<file path="src/rtl/i2c_globals_pkg.sv">
// Shared I2C definitions: default target address, ACK / R/W encodings and
// the state encoding of the slave responder FSM.
package i2c_globals_pkg;

    localparam logic [6:0] SLAVE0_ADDRESS = 7'h68;

    typedef enum logic {
        POS_ACK = 1'b0,
        NEG_ACK = 1'b1
    } acknowledge_e;

    typedef enum logic {
        WRITE = 1'b0,
        READ  = 1'b1
    } read_write_e;

    typedef enum logic [4:0] {
        IDLE      = 5'd0,
        ADDR      = 5'd1,
        ADDR_ACK  = 5'd2,
        REG_ADDR  = 5'd3,
        REG_ACK   = 5'd4,
        WR_DATA   = 5'd5,
        WR_ACK    = 5'd6,
        RD_DATA   = 5'd7,
        RD_ACK    = 5'd8,
        WAIT_STOP = 5'd9
    } i2c_slave_state_e;

endpackage

</file>
<file path="src/rtl/i2c_line_sampler.sv">
// Brings one open-drain bus line into the pclk domain and produces its
// settled level plus single-cycle rise/fall strobes.
// Optional macro I2C_SLAVE_GLITCH_FILTER_EN adds a 3-sample majority filter
// after the synchronizer (1-pclk pulses vanish, event latency 3 -> 5 pclk).
module i2c_line_sampler (
    input  logic pclk,
    input  logic areset,
    input  logic pin,
    output logic level,
    output logic rise,
    output logic fall
);

    logic sync_1, sync_2, hist, level_int;

    // Two-flop synchronizer; resets to the idle (released, high) bus level.
    always_ff @(posedge pclk) begin
        if (!areset) begin
            sync_1 <= 1'b1;
            sync_2 <= 1'b1;
        end else begin
            sync_1 <= pin;
            sync_2 <= sync_1;
        end
    end

`ifdef I2C_SLAVE_GLITCH_FILTER_EN
    logic tap_1, tap_2, filt;

    // Majority of three consecutive synchronized samples.
    always_ff @(posedge pclk) begin
        if (!areset) begin
            tap_1 <= 1'b1;
            tap_2 <= 1'b1;
            filt  <= 1'b1;
        end else begin
            tap_1 <= sync_2;
            tap_2 <= tap_1;
            filt  <= (sync_2 & tap_1) | (sync_2 & tap_2) | (tap_1 & tap_2);
        end
    end

    assign level_int = filt;
`else
    assign level_int = sync_2;
`endif

    // History flop for edge detection.
    always_ff @(posedge pclk) begin
        if (!areset) begin
            hist <= 1'b1;
        end else begin
            hist <= level_int;
        end
    end

    assign level = level_int;
    assign rise  = level_int & ~hist;
    assign fall  = ~level_int & hist;

endmodule

</file>
<file path="src/rtl/i2c_slave_responder.sv">
// I2C target with a small register file: address match + ACK, register-
// addressed writes and (combined) reads with auto-incrementing pointer.
// Optional macro I2C_SLAVE_GLITCH_FILTER_EN enables line glitch filtering
// inside each i2c_line_sampler.
module i2c_slave_responder
    import i2c_globals_pkg::*;
#(
    parameter logic [6:0] SLAVE_ADDRESS = SLAVE0_ADDRESS,
    parameter int         NO_OF_REG     = 4,
    parameter int         DATA_WIDTH    = 8
) (
    input  logic       pclk,
    input  logic       areset,
    input  logic       scl_i,
    input  logic       sda_i,
    output logic       sda_oe,
    output logic       wr_strobe_o,
    output logic [7:0] wr_addr_o,
    output logic [7:0] wr_data_o,
    output logic       busy_o,
    output logic [4:0] state_o
);

    localparam int PTR_W = (NO_OF_REG > 1) ? $clog2(NO_OF_REG) : 1;

    generate
        if (DATA_WIDTH != 8) begin : g_bad_width
            $error("i2c_slave_responder: DATA_WIDTH must be 8");
        end
    endgenerate

    i2c_slave_state_e        state_q, state_d;
    logic [3:0]              bit_cnt_q, bit_cnt_d;
    logic [7:0]              shift_q, shift_d;
    logic [PTR_W-1:0]        ptr_q, ptr_d;
    logic                    sda_oe_q, sda_oe_d;
    logic                    busy_q, busy_d;
    read_write_e             rw_q, rw_d;
    acknowledge_e            ack_q, ack_d;
    logic                    wr_en;
    logic                    wr_strobe_q;
    logic [7:0]              wr_addr_q, wr_data_q;
    logic [DATA_WIDTH-1:0]   regs [NO_OF_REG];

    logic scl_lvl, scl_rise, scl_fall;
    logic sda_lvl, sda_rise, sda_fall;
    logic start_det, stop_det;
    logic [7:0] rd_byte;
    logic [2:0] bit_idx;

    i2c_line_sampler u_scl (
        .pclk  (pclk),
        .areset(areset),
        .pin   (scl_i),
        .level (scl_lvl),
        .rise  (scl_rise),
        .fall  (scl_fall)
    );

    i2c_line_sampler u_sda (
        .pclk  (pclk),
        .areset(areset),
        .pin   (sda_i),
        .level (sda_lvl),
        .rise  (sda_rise),
        .fall  (sda_fall)
    );

    assign start_det = sda_fall & scl_lvl;
    assign stop_det  = sda_rise & scl_lvl;
    assign rd_byte   = regs[ptr_q];
    assign bit_idx   = 3'(4'd7 - bit_cnt_q);

    function automatic logic [PTR_W-1:0] ptr_inc(input logic [PTR_W-1:0] p);
        return (p == PTR_W'(NO_OF_REG - 1)) ? '0 : p + 1'b1;
    endfunction

    // Next-state and datapath decisions; bus conditions override everything.
    always_comb begin
        state_d   = state_q;
        bit_cnt_d = bit_cnt_q;
        shift_d   = shift_q;
        ptr_d     = ptr_q;
        sda_oe_d  = sda_oe_q;
        busy_d    = busy_q;
        rw_d      = rw_q;
        ack_d     = ack_q;
        wr_en     = 1'b0;

        if (start_det) begin
            state_d   = ADDR;
            bit_cnt_d = '0;
            sda_oe_d  = 1'b0;
        end else if (stop_det) begin
            state_d  = IDLE;
            sda_oe_d = 1'b0;
            busy_d   = 1'b0;
        end else begin
            if (scl_rise && (state_q == ADDR || state_q == REG_ADDR || state_q == WR_DATA)) begin
                shift_d   = {shift_q[6:0], sda_lvl};
                bit_cnt_d = bit_cnt_q + 4'd1;
            end
            case (state_q)
                ADDR: if (scl_fall && bit_cnt_q == 4'd8) begin
                    bit_cnt_d = '0;
                    if (shift_q[7:1] == SLAVE_ADDRESS) begin
                        sda_oe_d = 1'b1;
                        busy_d   = 1'b1;
                        rw_d     = read_write_e'(shift_q[0]);
                        state_d  = ADDR_ACK;
                    end else begin
                        state_d = WAIT_STOP;
                    end
                end
                ADDR_ACK: if (scl_fall) begin
                    if (rw_q == WRITE) begin
                        sda_oe_d  = 1'b0;
                        bit_cnt_d = '0;
                        state_d   = REG_ADDR;
                    end else begin
                        sda_oe_d  = ~rd_byte[7];
                        bit_cnt_d = 4'd1;
                        state_d   = RD_DATA;
                    end
                end
                REG_ADDR: if (scl_fall && bit_cnt_q == 4'd8) begin
                    bit_cnt_d = '0;
                    if (32'(shift_q) < NO_OF_REG) begin
                        ptr_d    = shift_q[PTR_W-1:0];
                        sda_oe_d = 1'b1;
                        state_d  = REG_ACK;
                    end else begin
                        sda_oe_d = 1'b0;
                        state_d  = WAIT_STOP;
                    end
                end
                REG_ACK: if (scl_fall) begin
                    sda_oe_d  = 1'b0;
                    bit_cnt_d = '0;
                    state_d   = WR_DATA;
                end
                WR_DATA: if (scl_fall && bit_cnt_q == 4'd8) begin
                    sda_oe_d = 1'b1;
                    wr_en    = 1'b1;
                    state_d  = WR_ACK;
                end
                WR_ACK: if (scl_fall) begin
                    sda_oe_d  = 1'b0;
                    ptr_d     = ptr_inc(ptr_q);
                    bit_cnt_d = '0;
                    state_d   = WR_DATA;
                end
                RD_DATA: if (scl_fall) begin
                    if (bit_cnt_q == 4'd8) begin
                        sda_oe_d = 1'b0;
                        state_d  = RD_ACK;
                    end else begin
                        sda_oe_d  = ~rd_byte[bit_idx];
                        bit_cnt_d = bit_cnt_q + 4'd1;
                    end
                end
                RD_ACK: begin
                    if (scl_rise) begin
                        ack_d = acknowledge_e'(sda_lvl);
                        if (!sda_lvl) ptr_d = ptr_inc(ptr_q);
                    end else if (scl_fall) begin
                        if (ack_q == POS_ACK) begin
                            sda_oe_d  = ~rd_byte[7];
                            bit_cnt_d = 4'd1;
                            state_d   = RD_DATA;
                        end else begin
                            sda_oe_d = 1'b0;
                            state_d  = WAIT_STOP;
                        end
                    end
                end
                default: ;
            endcase
        end
    end

    // State, datapath and register-file storage.
    always_ff @(posedge pclk) begin
        if (!areset) begin
            state_q     <= IDLE;
            bit_cnt_q   <= '0;
            shift_q     <= '0;
            ptr_q       <= '0;
            sda_oe_q    <= 1'b0;
            busy_q      <= 1'b0;
            rw_q        <= WRITE;
            ack_q       <= POS_ACK;
            wr_strobe_q <= 1'b0;
            wr_addr_q   <= '0;
            wr_data_q   <= '0;
            for (int i = 0; i < NO_OF_REG; i++) regs[i] <= '0;
        end else begin
            state_q     <= state_d;
            bit_cnt_q   <= bit_cnt_d;
            shift_q     <= shift_d;
            ptr_q       <= ptr_d;
            sda_oe_q    <= sda_oe_d;
            busy_q      <= busy_d;
            rw_q        <= rw_d;
            ack_q       <= ack_d;
            wr_strobe_q <= wr_en;
            if (wr_en) begin
                regs[ptr_q] <= shift_q;
                wr_addr_q   <= 8'(ptr_q);
                wr_data_q   <= shift_q;
            end
        end
    end

    assign sda_oe      = sda_oe_q;
    assign busy_o      = busy_q;
    assign wr_strobe_o = wr_strobe_q;
    assign wr_addr_o   = wr_addr_q;
    assign wr_data_o   = wr_data_q;
    assign state_o     = state_q;

endmodule

</file>
<file path="config.mk">
export PLATFORM = sky130hd
export DESIGN_NAME = i2c_slave_responder
export DESIGN_NICKNAME = d
export VERILOG_FILES = /design/src/rtl/i2c_globals_pkg.sv /design/src/rtl/i2c_line_sampler.sv /design/src/rtl/i2c_slave_responder.sv
export SDC_FILE = /design/constraint.sdc
export NUM_CORES = 1
export LEC_CHECK = 0
export ABC_AREA = 1
export CORE_MARGIN = 8
export CORE_UTILIZATION = 30
export DETAILED_ROUTE_END_ITERATION = 8
export GPL_TIMING_DRIVEN = 0
export PLACE_DENSITY = 0.44
export SYNTH_ARGS = -nofsm -noshare
export SYNTH_HDL_FRONTEND = slang
export SYNTH_SLANG_ARGS = --single-unit
</file>
<file path="constraint.sdc">
create_clock -name pclk -period 3.5 [get_ports pclk]
set_input_delay 0.7 -clock pclk [delete_from_list [all_inputs] [get_ports pclk]]
set_output_delay 0.7 -clock pclk [all_outputs]
set_load 0.02 [all_outputs]
</file>
== Word-level counts from Yosys, hierarchy flattened ==
Memory sizes are Yosys's and may differ from the RTL's. A register that Yosys moved wholly into a read port is not among the register bits.
Cells that the tools add are included.
W data, S select, Z words.

* Reduce and logical (&&, ||, !) cells: 23
* Add/subtract/negate cells: 3
* Mux-type cells: 65
* Equal/unequal tests: 34
* Bitwise logic cells: 15
* Order comparisons: 2

{| class="wikitable"
|+ Operator list
! operator !! count
|-
| $mux W4 || 12
|-
| $mux W5 || 9
|-
| $pmux W5 S7 || 1
|-
| $reduce_and A10 Y1 || 3
|-
| $mux W1 || 28
|-
| $eq A5 B3 Y1 const B || 4
|-
| $ne A4 B4 Y1 const B || 5
|-
| $pmux W4 S5 || 1
|-
| $mux W2 || 9
|-
| $ne A2 B2 Y1 const B || 8
|-
| $ne A2 B1 Y1 const B || 6
|-
| $ne A4 B3 Y1 const B || 3
|-
| $eq A5 B2 Y1 const B || 2
|-
| $not A1 Y1 || 9
|-
| $reduce_bool A9 Y1 || 1
|-
| $lt A8 B3 Y1 const B || 1
|-
| $mux W8 || 1
|-
| $reduce_and A4 Y1 || 2
|-
| $reduce_and A8 Y1 || 1
|-
| $reduce_or A8 Y1 || 1
|-
| $eq A7 B7 Y1 const B || 1
|-
| $pmux W1 S7 || 1
|-
| $reduce_bool A7 Y1 || 1
|-
| $and A1 B1 Y1 || 6
|-
| other kinds (20) || 26
|}

* Memories: 1
* Word-level logic and storage cells: 161
* Input port bits: 4
* Memory bits (writable): 32
* Register bits: 40
* Output and inout port bits: 24

{| class="wikitable"
|+ Memory list
! memory !! depth !! width !! read ports !! clocked after Yosys merged registers in !! write ports !! RTL line !! RTL
|-
| regs || 4 || 8 || 1 || 1 || 4 || i2c_slave_responder.sv:43 || <nowiki>logic [DATA_WIDTH-1:0] regs [NO_OF_REG];</nowiki>
|}

== Logic depth before layout (Yosys ltp) ==
* Depth after elaboration: 12
* Depth in mapped cells: 13
* Depth with buffers taken out: 12

== Hierarchy ==
Synthesis repeated with hierarchy kept, for this count alone.

* Cells, all modules: 518
* Area total of the unflattened synthesis: 3962.6 um2

{| class="wikitable"
|+ Modules (own cells, without submodules)
! module !! sequential area each (um2) !! times used !! area an instance (um2) !! cells each
|-
| i2c_slave_responder || 1661.6 || 1 || 3774.9 || 494
|-
| i2c_line_sampler || 60.1 || 2 || 93.8 || 12
|}

== Least setup slack after synthesis ==
Ideal clock, no wire load.

* Kind: reg-to-reg
* Start: reg bit_cnt_q[0]
* End: mem regs[3][0] (enable)
* Cell stages (with the launch flop): 11
* Buffers on the path: 2
* Data required time: 3.113 ns
* Setup time: 0.387 ns
* Path slack: 1.032 ns
* Period minus slack after synthesis: 2.468 ns
* Arrival time: 2.081 ns
* Path through: dfxtp_1 -> clkbuf_1 -> inv_1 -> ha_1 -> nand2_1 -> nor2_1 -> nand2_1 -> nor2_1 -> inv_2 -> buf_2 -> o31ai_1

{| class="wikitable"
|+ RTL lines
! element !! RTL line !! RTL
|-
| from (decl) || i2c_slave_responder.sv:33 || <nowiki>logic [3:0] bit_cnt_q, bit_cnt_d;</nowiki>
|-
| from (signal assigned) || i2c_slave_responder.sv:199 || <nowiki>bit_cnt_q <= bit_cnt_d;</nowiki>
|-
| to (decl) || i2c_slave_responder.sv:43 ||
|}

==> impl_metrics.env <==
export IMPL_status="completed"
export IMPL_grt_overflow=0
export IMPL_path_cells="clkbuf_1 -> inv_1 -> ha_1 -> nand2_1 -> nor2_1 -> nand2_1 -> nor2_1 -> inv_2 -> buf_2 -> o31ai_1"
export IMPL_setup_violations=0
export IMPL_powerDensity_nw_per_um2=591
export IMPL_cp_end_kind="flop"
export IMPL_tns_ns=0
export IMPL_ir_drop_mv=0.214
export IMPL_ys_seq_area_share_pct=49.2
export IMPL_arrival_ns=3.09
export IMPL_post_dp_cell_area_um2=4030
export IMPL_drv_slew=0
export IMPL_die_w_um=126
export IMPL_drc=0
export IMPL_synth_cells=463
export IMPL_netlist_area_um2=3620
export IMPL_via_per_inst=4.68
export IMPL_cap_violations=0
export IMPL_required_ns=3.44
export IMPL_yosysWarnings=0
export IMPL_grt_pass1_wl_mm=15.5
export IMPL_max_stage_delay_ns=1.00
export IMPL_critical_path_class="reg2reg"
export IMPL_rr_worst_depth=10
export IMPL_hp_class="reg2reg"
export IMPL_whs_endpoint="u_sda.level$_SDFF_PN1_"
export IMPL_finClkSkew_ns=0.00507
export IMPL_place_inst=636
export IMPL_io_buffers=20
export IMPL_layout_commonest_cell="nand2_1"
export IMPL_synth_cell_types=33
export IMPL_clkTransAtPathRegs_ns=0.05
export IMPL_cts_repair_resized=0
export IMPL_wl_mm=9.44
export IMPL_cp_max_fo=10
export IMPL_drive_gt1_share_pct=11.9
export IMPL_vias=3049
export IMPL_post_place_ws_ns=0.366
export IMPL_r2r_end="regs[3][4]$_DFFE_PP_"
export IMPL_final_area_um2=4310
export IMPL_clock_latency_ns=0.33
export IMPL_cts_hold_buf=0
export IMPL_pin_count=28
export IMPL_leakage_nw=1.81
export IMPL_total_power_mw=2.55
export IMPL_cts_sinks=73
export IMPL_finalHoldViolCount=0
export IMPL_first_pass_iters=4
export IMPL_mostFrequentLayoutCells="nand2_1, inv_1, nor2_1"
export IMPL_grt_max_degree=12
export IMPL_post_drt_wl_per_cell_um=14.5
export IMPL_nets=507
export IMPL_coreArea_um2=11900
export IMPL_cts_inserted_buffers=9
export IMPL_ys_ff_latch=73
export IMPL_ant_nets=0
export IMPL_utilization_pct=36.2
export IMPL_period_minus_slack_ns=3.16
export IMPL_finalWeightedCongestion=0.897
export IMPL_clk_path_buf_depth=2
export IMPL_critPathLaunchType="flop"
export IMPL_start_util_pct=30.4
export IMPL_min_delay_path_depth=1
export IMPL_antennaDiodeCount=0
export IMPL_post_cts_buffers=0
export IMPL_r2r_setup_slack_ns=0.34
export IMPL_cts_tree="done"
export IMPL_stdcell_count=652
export IMPL_syn_avg_cell_area_um2=7.82
export IMPL_cts_root_buf="clkbuf_16"
export IMPL_grt_antenna_before_repair=0
export IMPL_cts_htree_levels=3
export IMPL_dp_hpwl_mm=7.02
export IMPL_area_growth_synth_to_final_pct=19.0
export IMPL_timing_slew_headroom_pct=15.8
export IMPL_r2r_start="bit_cnt_q[0]$_SDFFE_PP0N_"
export IMPL_dieArea_um2=15800
export IMPL_hold_path_startpoint="u_sda.sync_1$_SDFF_PN1_"
export IMPL_grt_pass1_vias=3014
export IMPL_clock_fmax_ghz=0.317
export IMPL_grt_usage_pct=12.4
export IMPL_rows=40
export IMPL_fin_ws_ns=0.343
export IMPL_die_h_um=126
export IMPL_critPathSlowestCell="o31ai_1"
export IMPL_finalCritPeriodShare_pct=90.2
export IMPL_worstMarginPinSlew_ns=1.25
export IMPL_whs_ns=0.410
export IMPL_drt_iter0_drc=183
export IMPL_rsz0062_at_grt="no"
export IMPL_fill_cells=1279
-- worst max path at each step --
stage                              startpoint  slack, ns                    to
global placement    bit_cnt_q[0]$_SDFFE_PP0N_       0.34  regs[3][5]$_DFFE_PP_
global route        bit_cnt_q[0]$_SDFFE_PP0N_      0.009  regs[3][3]$_DFFE_PP_
CTS                 bit_cnt_q[0]$_SDFFE_PP0N_       0.34  regs[3][2]$_DFFE_PP_
detailed placement  bit_cnt_q[0]$_SDFFE_PP0N_       0.37  regs[3][5]$_DFFE_PP_
floorplan           bit_cnt_q[0]$_SDFFE_PP0N_       1.03  regs[3][0]$_DFFE_PP_
finish              bit_cnt_q[0]$_SDFFE_PP0N_       0.34  regs[3][4]$_DFFE_PP_
-- routing by layer --
layer / track usage (%) / vias up / wire [um]
met2: 20.4 / 50 / 4300
met4: 4.53 / 0 / 140
met5: 0 / - / 0
met3: 3.29 / 7 / 534
met1: 15.4 / 1426 / 4470
li1: - / 1566 / -
-- critical path, delay by kind of cell (launching register included) --
kind / cells / cell delay, ns
flip-flops: 1 / 0.31
buffers and inverters: 4 / 0.68
AO/OA/AOI/OAI: 1 / 1.00
adder cells (fa/ha/maj): 1 / 0.16
AND/OR/NAND/NOR: 4 / 0.61
-- synthesized netlist by cell type (all sizes together) --
library cell / count / area (um2)
a31oi: 1 / 6.26
nand3: 40 / 215
conb: 1 / 3.75
nand3b: 1 / 7.51
buf: 13 / 85.1
edfxtp: 32 / 961
a211oi: 1 / 7.51
xnor2: 2 / 17.5
or2: 4 / 25.0
o31ai: 1 / 7.51
dfxtp: 41 / 821
nor2: 71 / 315
nor3: 3 / 20.0
nand4: 9 / 62.6
o211ai: 1 / 7.51
clkbuf: 5 / 18.8
o21ai: 29 / 145
a31o: 8 / 70.1
ha: 3 / 37.5
a21oi: 23 / 126
inv: 66 / 250
nand2: 108 / 410
-- kinds of logic after synthesis --
family	after synthesis	synth area share, %
AND/OR/NAND/NOR	236	29.2
adder cells (fa/ha/maj)	3	1.04
flip-flops	73	49.2
buffers and inverters	84	9.78
XOR/XNOR	2	0.484
other	1	0.104
AO/OA/AOI/OAI	64	10.2
-- where the power goes --
group	internal, mW	total (mW)	switching (mW)
clock network	0.555	0.885	0.330
logic	0.216	0.680	0.464
registers	0.941	0.981	0.0393
total	1.71	2.55	0.833
-- cell type report --
cell class,instances,area [um2],share of cell area (%)
inverter,66,250,5.81
sequential,73,1780,41.3
clock inverter,2,38.8,0.900
multi-input combinational,312,1510,35.0
tap,147,184,4.27
timing repair buffer,20,200,4.64
buffer,18,104,2.41
clock buffer,14,244,5.66
-- flip-flops by register name, indices dropped and copies added, names as in the netlist, 2 cells and up, named ones only --
| signal | flops |
|---|---|
| wr_data_o | 8 |
| regs | 32 |
| wr_addr_o | 2 |
| state_o | 4 |
| shift_q | 8 |
| bit_cnt_q | 4 |
| ptr_q | 2 |
Power figures use the tool's default switching activity.
